### config.mk
export PLATFORM = sky130hd
export DESIGN_NAME = mem_access_unit2
export DESIGN_NICKNAME = d
export VERILOG_FILES = /design/src/rtl/proc_pkg.sv /design/src/rtl/mem_wait_timer.sv /design/src/rtl/mem_access_unit2.sv
export SDC_FILE = /design/constraint.sdc
export NUM_CORES = 1
export LEC_CHECK = 0
export CORE_MARGIN = 2
export CORE_UTILIZATION = 34
export CTS_CLUSTER_SIZE = 28
export DETAILED_ROUTE_END_ITERATION = 8
export PLACE_DENSITY = 0.61
export SYNTH_ARGS = -nofsm -noshare
export SYNTH_HDL_FRONTEND = slang
export SYNTH_SLANG_ARGS = --single-unit
### constraint.sdc
create_clock -name clk -period 7.1 [get_ports clk]
set_input_delay 0.71 -clock clk [delete_from_list [all_inputs] [get_ports clk]]
set_output_delay 0.71 -clock clk [all_outputs]
set_load 0.1 [all_outputs]
### src/rtl/proc_pkg.sv
// rtl/proc_pkg.sv - shared constants, instruction fields and FSM state type for the memory stage
package proc_pkg;

  localparam int MAU_DATA_W = 16;
  localparam int MAU_ADDR_W = 16;
  localparam int INSTR_W    = 16;

  // Destination register field of the instruction word.
  localparam int DEST_HI = 10;
  localparam int DEST_LO = 8;

  typedef enum logic {
    IDLE     = 1'b0,
    MEM_WAIT = 1'b1
  } mau_state_e;

endpackage

### src/rtl/mem_wait_timer.sv
// rtl/mem_wait_timer.sv - saturating wait counter; expired flags the last permitted wait cycle
module mem_wait_timer
  import proc_pkg::*;
#(
  parameter int MAX_WAIT = 255,
  parameter int CNT_W    = $clog2(MAX_WAIT + 1)
) (
  input  logic clk,
  input  logic rst,
  input  logic clr_i,
  input  logic en_i,
  output logic expired_o
);

  localparam logic [CNT_W-1:0] LIMIT = CNT_W'(MAX_WAIT);
  localparam logic [CNT_W-1:0] LAST  = CNT_W'(MAX_WAIT - 1);

  logic [CNT_W-1:0] cnt_q, cnt_d;

  always_comb begin
    cnt_d = cnt_q;
    if (clr_i) begin
      cnt_d = '0;
    end else if (en_i && (cnt_q != LIMIT)) begin
      cnt_d = cnt_q + CNT_W'(1);
    end
  end

  always_ff @(posedge clk or posedge rst) begin
    if (rst) begin
      cnt_q <= '0;
    end else begin
      cnt_q <= cnt_d;
    end
  end

  // A miss in this cycle makes the count reach MAX_WAIT at the coming edge.
  assign expired_o = (cnt_q == LAST);

endmodule

### src/rtl/mem_access_unit2.sv
// rtl/mem_access_unit2.sv - memory-access stage: dmem req/ack with timeout, registered writeback bundle
module mem_access_unit2
  import proc_pkg::*;
#(
  parameter int DATA_W   = MAU_DATA_W,
  parameter int ADDR_W   = MAU_ADDR_W,
  parameter int MAX_WAIT = 255
) (
  input  logic               clk,
  input  logic               rst,
  input  logic               ex_valid,
  input  logic [INSTR_W-1:0] ex_instr,
  input  logic [DATA_W-1:0]  ex_aluresult,
  input  logic [DATA_W-1:0]  ex_storeval,
  input  logic               ex_isld,
  input  logic               ex_isst,
  input  logic               ex_iswb,
  input  logic               flush,
  output logic               stall,
  output logic               dmem_req,
  output logic               dmem_we,
  output logic [ADDR_W-1:0]  dmem_addr,
  output logic [DATA_W-1:0]  dmem_wdata,
  input  logic               dmem_ack,
  input  logic [DATA_W-1:0]  dmem_rdata,
  output logic               wb_valid,
  output logic               iswb,
  output logic               isld,
  output logic [INSTR_W-1:0] instr,
  output logic [DATA_W-1:0]  ldresult,
  output logic [DATA_W-1:0]  aluresult,
  output logic               mem_err
);

  mau_state_e         state_q;
  logic               kill_q, kill_d;
  logic               lat_isld_q, lat_isst_q, lat_iswb_q;
  logic [INSTR_W-1:0] lat_instr_q;
  logic [DATA_W-1:0]  lat_alu_q, lat_wdata_q;
  logic               wb_valid_q, iswb_q, isld_q, mem_err_q;
  logic [INSTR_W-1:0] instr_q;
  logic [DATA_W-1:0]  ldresult_q, aluresult_q;
  logic               in_wait, expired;

  assign in_wait = (state_q == MEM_WAIT);
  assign kill_d  = kill_q | flush;

  mem_wait_timer #(.MAX_WAIT(MAX_WAIT)) u_timer (
    .clk       (clk),
    .rst       (rst),
    .clr_i     (!in_wait),
    .en_i      (in_wait && !dmem_ack),
    .expired_o (expired)
  );

  always_ff @(posedge clk or posedge rst) begin
    if (rst) begin
      state_q     <= IDLE;
      kill_q      <= 1'b0;
      lat_isld_q  <= 1'b0;
      lat_isst_q  <= 1'b0;
      lat_iswb_q  <= 1'b0;
      lat_instr_q <= '0;
      lat_alu_q   <= '0;
      lat_wdata_q <= '0;
      wb_valid_q  <= 1'b0;
      iswb_q      <= 1'b0;
      isld_q      <= 1'b0;
      mem_err_q   <= 1'b0;
      instr_q     <= '0;
      ldresult_q  <= '0;
      aluresult_q <= '0;
    end else begin
      wb_valid_q <= 1'b0;
      mem_err_q  <= 1'b0;
      case (state_q)
        IDLE: begin
          if (ex_valid && !flush) begin
            if (ex_isld || ex_isst) begin
              state_q     <= MEM_WAIT;
              kill_q      <= 1'b0;
              lat_isld_q  <= ex_isld;
              lat_isst_q  <= ex_isst;
              lat_iswb_q  <= ex_iswb;
              lat_instr_q <= ex_instr;
              lat_alu_q   <= ex_aluresult;
              lat_wdata_q <= ex_storeval;
            end else begin
              wb_valid_q  <= 1'b1;
              iswb_q      <= ex_iswb;
              isld_q      <= 1'b0;
              instr_q     <= ex_instr;
              ldresult_q  <= '0;
              aluresult_q <= ex_aluresult;
            end
          end
        end
        MEM_WAIT: begin
          if (dmem_ack) begin
            state_q <= IDLE;
            kill_q  <= 1'b0;
            // A squashed instruction still finishes on the bus but never retires.
            if (!kill_d) begin
              wb_valid_q  <= 1'b1;
              iswb_q      <= lat_iswb_q && !lat_isst_q;
              isld_q      <= lat_isld_q;
              instr_q     <= lat_instr_q;
              ldresult_q  <= lat_isld_q ? dmem_rdata : '0;
              aluresult_q <= lat_alu_q;
            end
          end else if (expired) begin
            state_q   <= IDLE;
            kill_q    <= 1'b0;
            mem_err_q <= 1'b1;
          end else begin
            kill_q <= kill_d;
          end
        end
        default: state_q <= IDLE;
      endcase
    end
  end

  assign stall      = in_wait;
  assign dmem_req   = in_wait;
  assign dmem_we    = in_wait && lat_isst_q;
  assign dmem_addr  = lat_alu_q[ADDR_W-1:0];
  assign dmem_wdata = lat_wdata_q;
  assign wb_valid   = wb_valid_q;
  assign iswb       = iswb_q;
  assign isld       = isld_q;
  assign instr      = instr_q;
  assign ldresult   = ldresult_q;
  assign aluresult  = aluresult_q;
  assign mem_err    = mem_err_q;

endmodule

==> metrics.md <==
| Metric | Value |
|---|---|
| RSZ-0062 raised after global routing | `no` |
| Synth Instances | `329` |
| Largest family of logic cells by synthesized area | `multiplexers` |
| Post-layout nets | `561` |
| Fmax | `300 MHz` |
| Ports | `159` |
| CTS Hold Buffers Added | `0` |
| Post-layout minimum cycle time | `3.33 ns` |
| Total negative slack | `0 ns` |
| Post-DRT Antenna Nets | `0` |
| Post-synthesis adder-cell area fraction | `0.502%` |
| Area share of the largest cell type after synthesis | `56.8%` |
| CTS sink cnt | `113` |
| H-Tree Depth | `4` |
| Die area | `approximately 16000 µm²` |
| Initial antenna violation count | `0` |
| Root buffer cell | `clkbuf_16` |
| Placed Cells | `652` |
| Power Density | `488 nW/µm²` |
| Hold depth | `1` |
| Vias in the first global route | `3597` |
| Commonest non-fill, non-tap cell in the layout | `clkdlybuf4s50_1` |
| Max-slew violation count | `0` |
| Resized cells post-CTS | `0` |
| Post-CTS setup buffers | `0` |
| Worst Setup End Kind | `primary output` |
| Slew headroom | `31.5%` |
| Most Crowded Layer GR | `met2` |
| Status | `complete, no violations` |
| Mapped Nets | `403` |
| Crit path launch type | `register` |
| Drt drc | `0` |
| Reg2reg start | `dmem_req` |
| Largest net degree at the start of global routing | `60` |
| Hold Crit Class | `register to register` |
| Layout cells sized above 1 | `31.0%` |
| Final period utilization | `46.9%` |
| Vias per cell | `4.83` |
| Worst slew pin tran | `1.02 ns` |
| Hold EP | `isld` |
| Critical Path RT | `6.39 ns` |
| Synth Area in XOR/XNOR | `0%` |
| WP data arrival | `2.62 ns` |
| Crit Path Max Fanout | `54` |
| Area grow syn2layout | `46.0%` |
| Syn Area/Cell | `15.1 µm²` |
| Synth area leader | `dfrtp_1` |
| Reg2Reg Setup Slack | `between 4 and 5 ns` |
| Final hold vios | `0` |
| Sequential element share of the synthesized area | `between 50% and 60%` |
| Max IR drop VDD | `~0.32 mV` |
| Final Setup Violations | `0` |
| Ant. Diodes | `0` |
| Wire per inst | `17.0 µm` |
| DP Worst Slack | `roughly 4.0 ns` |
| Max_cap viols | `0` |
| FF-to-FF path depth | `5` |
| Synth unique cells | `42` |
| Clk slew on worst S/H paths | `0.05 ns` |
| Fin cells | `approximately 700` |
| WL final | `11600 µm` |
| Drt pass-1 iters | `4` |
| Finished Core Util | `50.4%` |
| Grt total ovfl | `0` |
| Hold wc startpoint | `isld` |
| Met2 Usage GRT | `24.3%` |
| Yosys reg bits | `between 100 and 150` |
| Skew final | `between 0.01 and 0.015 ns` |
| Max Root-Sink Buffers | `2` |
| Synthesis Warnings | `0` |
| Kind of critical path | `register to primary output` |
| # port buffers | `158` |
| Syn Std Cell Area | `~5000 µm²` |
| GRT Overall Usage | `15.4%` |
| Multiplexer area fraction after synthesis | `28.8%` |
| Routing usage on met1 | `18.2%` |
| Site Rows | `between 40 and 50` |
| Via count | `3302` |
| Initial Util | `34.5%` |
| Drt initial violations | `approximately 150` |
| Met3 usage | `7.92%` |
| CTS buffer count | `17` |
| Core area | `14400 µm²` |
| Routability-driven placement congestion ratio | `0.790` |
| Compound-cell area share of the yosys netlist | `5.45%` |
| Fin worst setup slack | `3.77 ns` |
| Crit Reg-Reg Endpoint | `instr[12]` |
| Global-route wire length before repair | `19000 µm` |
| Pleak | `3.05 nW` |
| Synth top area cells | `dfrtp_1, mux2_2, mux2_4, a22o_1, buf_12` |
| DP HPWL | `7510 µm` |
| CTS tree | `done` |
| Simple-gate portion of the synthesized area | `between 4 and 5%` |
| Die height | `125 µm` |
| Most frequent cells in the layout | `clkdlybuf4s50_1, dfrtp_1, mux2_2, mux2_4, clkbuf_16` |
| Die W | `125 µm` |
| Worst skew pair latency | `~0.41 ns` |
[worst max-delay path by stage]
| stage | from | cells after the start | slack [ns] | endpoint |
|---|---|---|---|---|
| 2_1_floorplan | rst | 1 | 3.40 | aluresult[0] |
| 3_3_place_gp | ex_isst | 5 | 4.07 | dmem_wdata[0] |
| 3_5_place_dp | ex_isst | 5 | 4.03 | dmem_wdata[13] |
| 4_1_cts | dmem_req | 3 | 3.67 | dmem_we |
| 5_1_grt | dmem_req | 3 | 3.64 | dmem_we |
| 6_report | dmem_req | 3 | 3.77 | dmem_we |
[kinds of logic (layout without fill, tap and decap cells)]
| group | after synthesis | in the layout |
|---|---|---|
| AND/OR/NAND/NOR | 34 | 34 |
| flip-flops | 113 | 113 |
| adder cells (fa/ha/maj) | 2 | 2 |
| AO/OA/AOI/OAI | 34 | 34 |
| multiplexers | 118 | 118 |
| buffers and inverters | 28 | 199 |
[synthesized netlist by cell type]
cell type and instances:
or2_2 1, buf_2 7, and4b_1 2, a21o_1 2, inv_12 1, nor2b_1 1, nand3b_1 2, a31oi_1 3
or4b_1 1, nor4b_2 1, o32ai_1 1, nor2_1 3, buf_6 3, nand3_1 1, a22o_1 16, ha_1 2
a2111oi_0 1, o211ai_1 1, nand4_1 2, dfrtp_1 113, nor4b_1 1, buf_4 1, a41oi_1 1, a211oi_1 1
buf_12 3, mux2_4 29, mux2_2 87, a21oi_1 1, and2_1 1, nand4b_1 2, nor3_1 1, o211a_1 1
o221a_2 1, a41o_1 1, clkbuf_1 8, nand2_1 8, and4_1 2, o21ai_0 4, nand2b_1 3, inv_1 5
nor3b_1 2, mux2i_1 2
[worst max-delay path, stage by stage (launching register included)]
cell and delay, ns:
dfrtp_2 0.33, buf_4 0.54, and2_1 0.22, clkdlybuf4s50_1 1.13
[routing by layer]
layer / part of all wire, % / wire (µm) / vias up
met5: 0 / 0 / -
met4: 1.3 / 157 / 0
met3: 8.4 / 981 / 14
met2: 48 / 5620 / 97
met1: 42 / 4880 / 1677
li1: - / - / 1514
[where the power goes]
part / leakage (nW) / switching [mW] / internal [mW]
sequential: 1.39 / 0.106 / 0.820
clock: 0.296 / 0.287 / 0.573
combinational: 1.36 / 1.29 / 0.478
[registers in the layout, indices dropped and copies added, names as in the netlist]
register       cells
aluresult         16
dmem_addr         16
dmem_req           1
dmem_wdata        16
instr             16
isld               1
iswb               1
kill_q             1
lat_instr_q       16
lat_isld_q         1
lat_isst_q         1
lat_iswb_q         1
ldresult          16
mem_err            1
u_timer.cnt_q      8
wb_valid           1
[cell type report]
| type | count | area, µm² |
|---|---|---|
| clock buffers | 25 | 515 |
| multi-input cells | 188 | 1960 |
| flip-flops and latches | 113 | 2830 |
| fillers | 1284 | 7150 |
| inverters | 6 | 37.5 |
| repair buffers | 161 | 1600 |
| well taps | 184 | 230 |
| clock inverters | 7 | 97.6 |
[stage by stage]
stage	power (mW)	cell area (µm²)	hold WS, ns
finish	3.55	7270	0.491
global route	3.67	7270	0.513
CTS	3.59	7270	0.500
detailed placement	2.70	6660	0.488
global placement	2.69	6660	0.463
floorplan	2.29	4980	0.473
(Power assumes the default switching activity.)
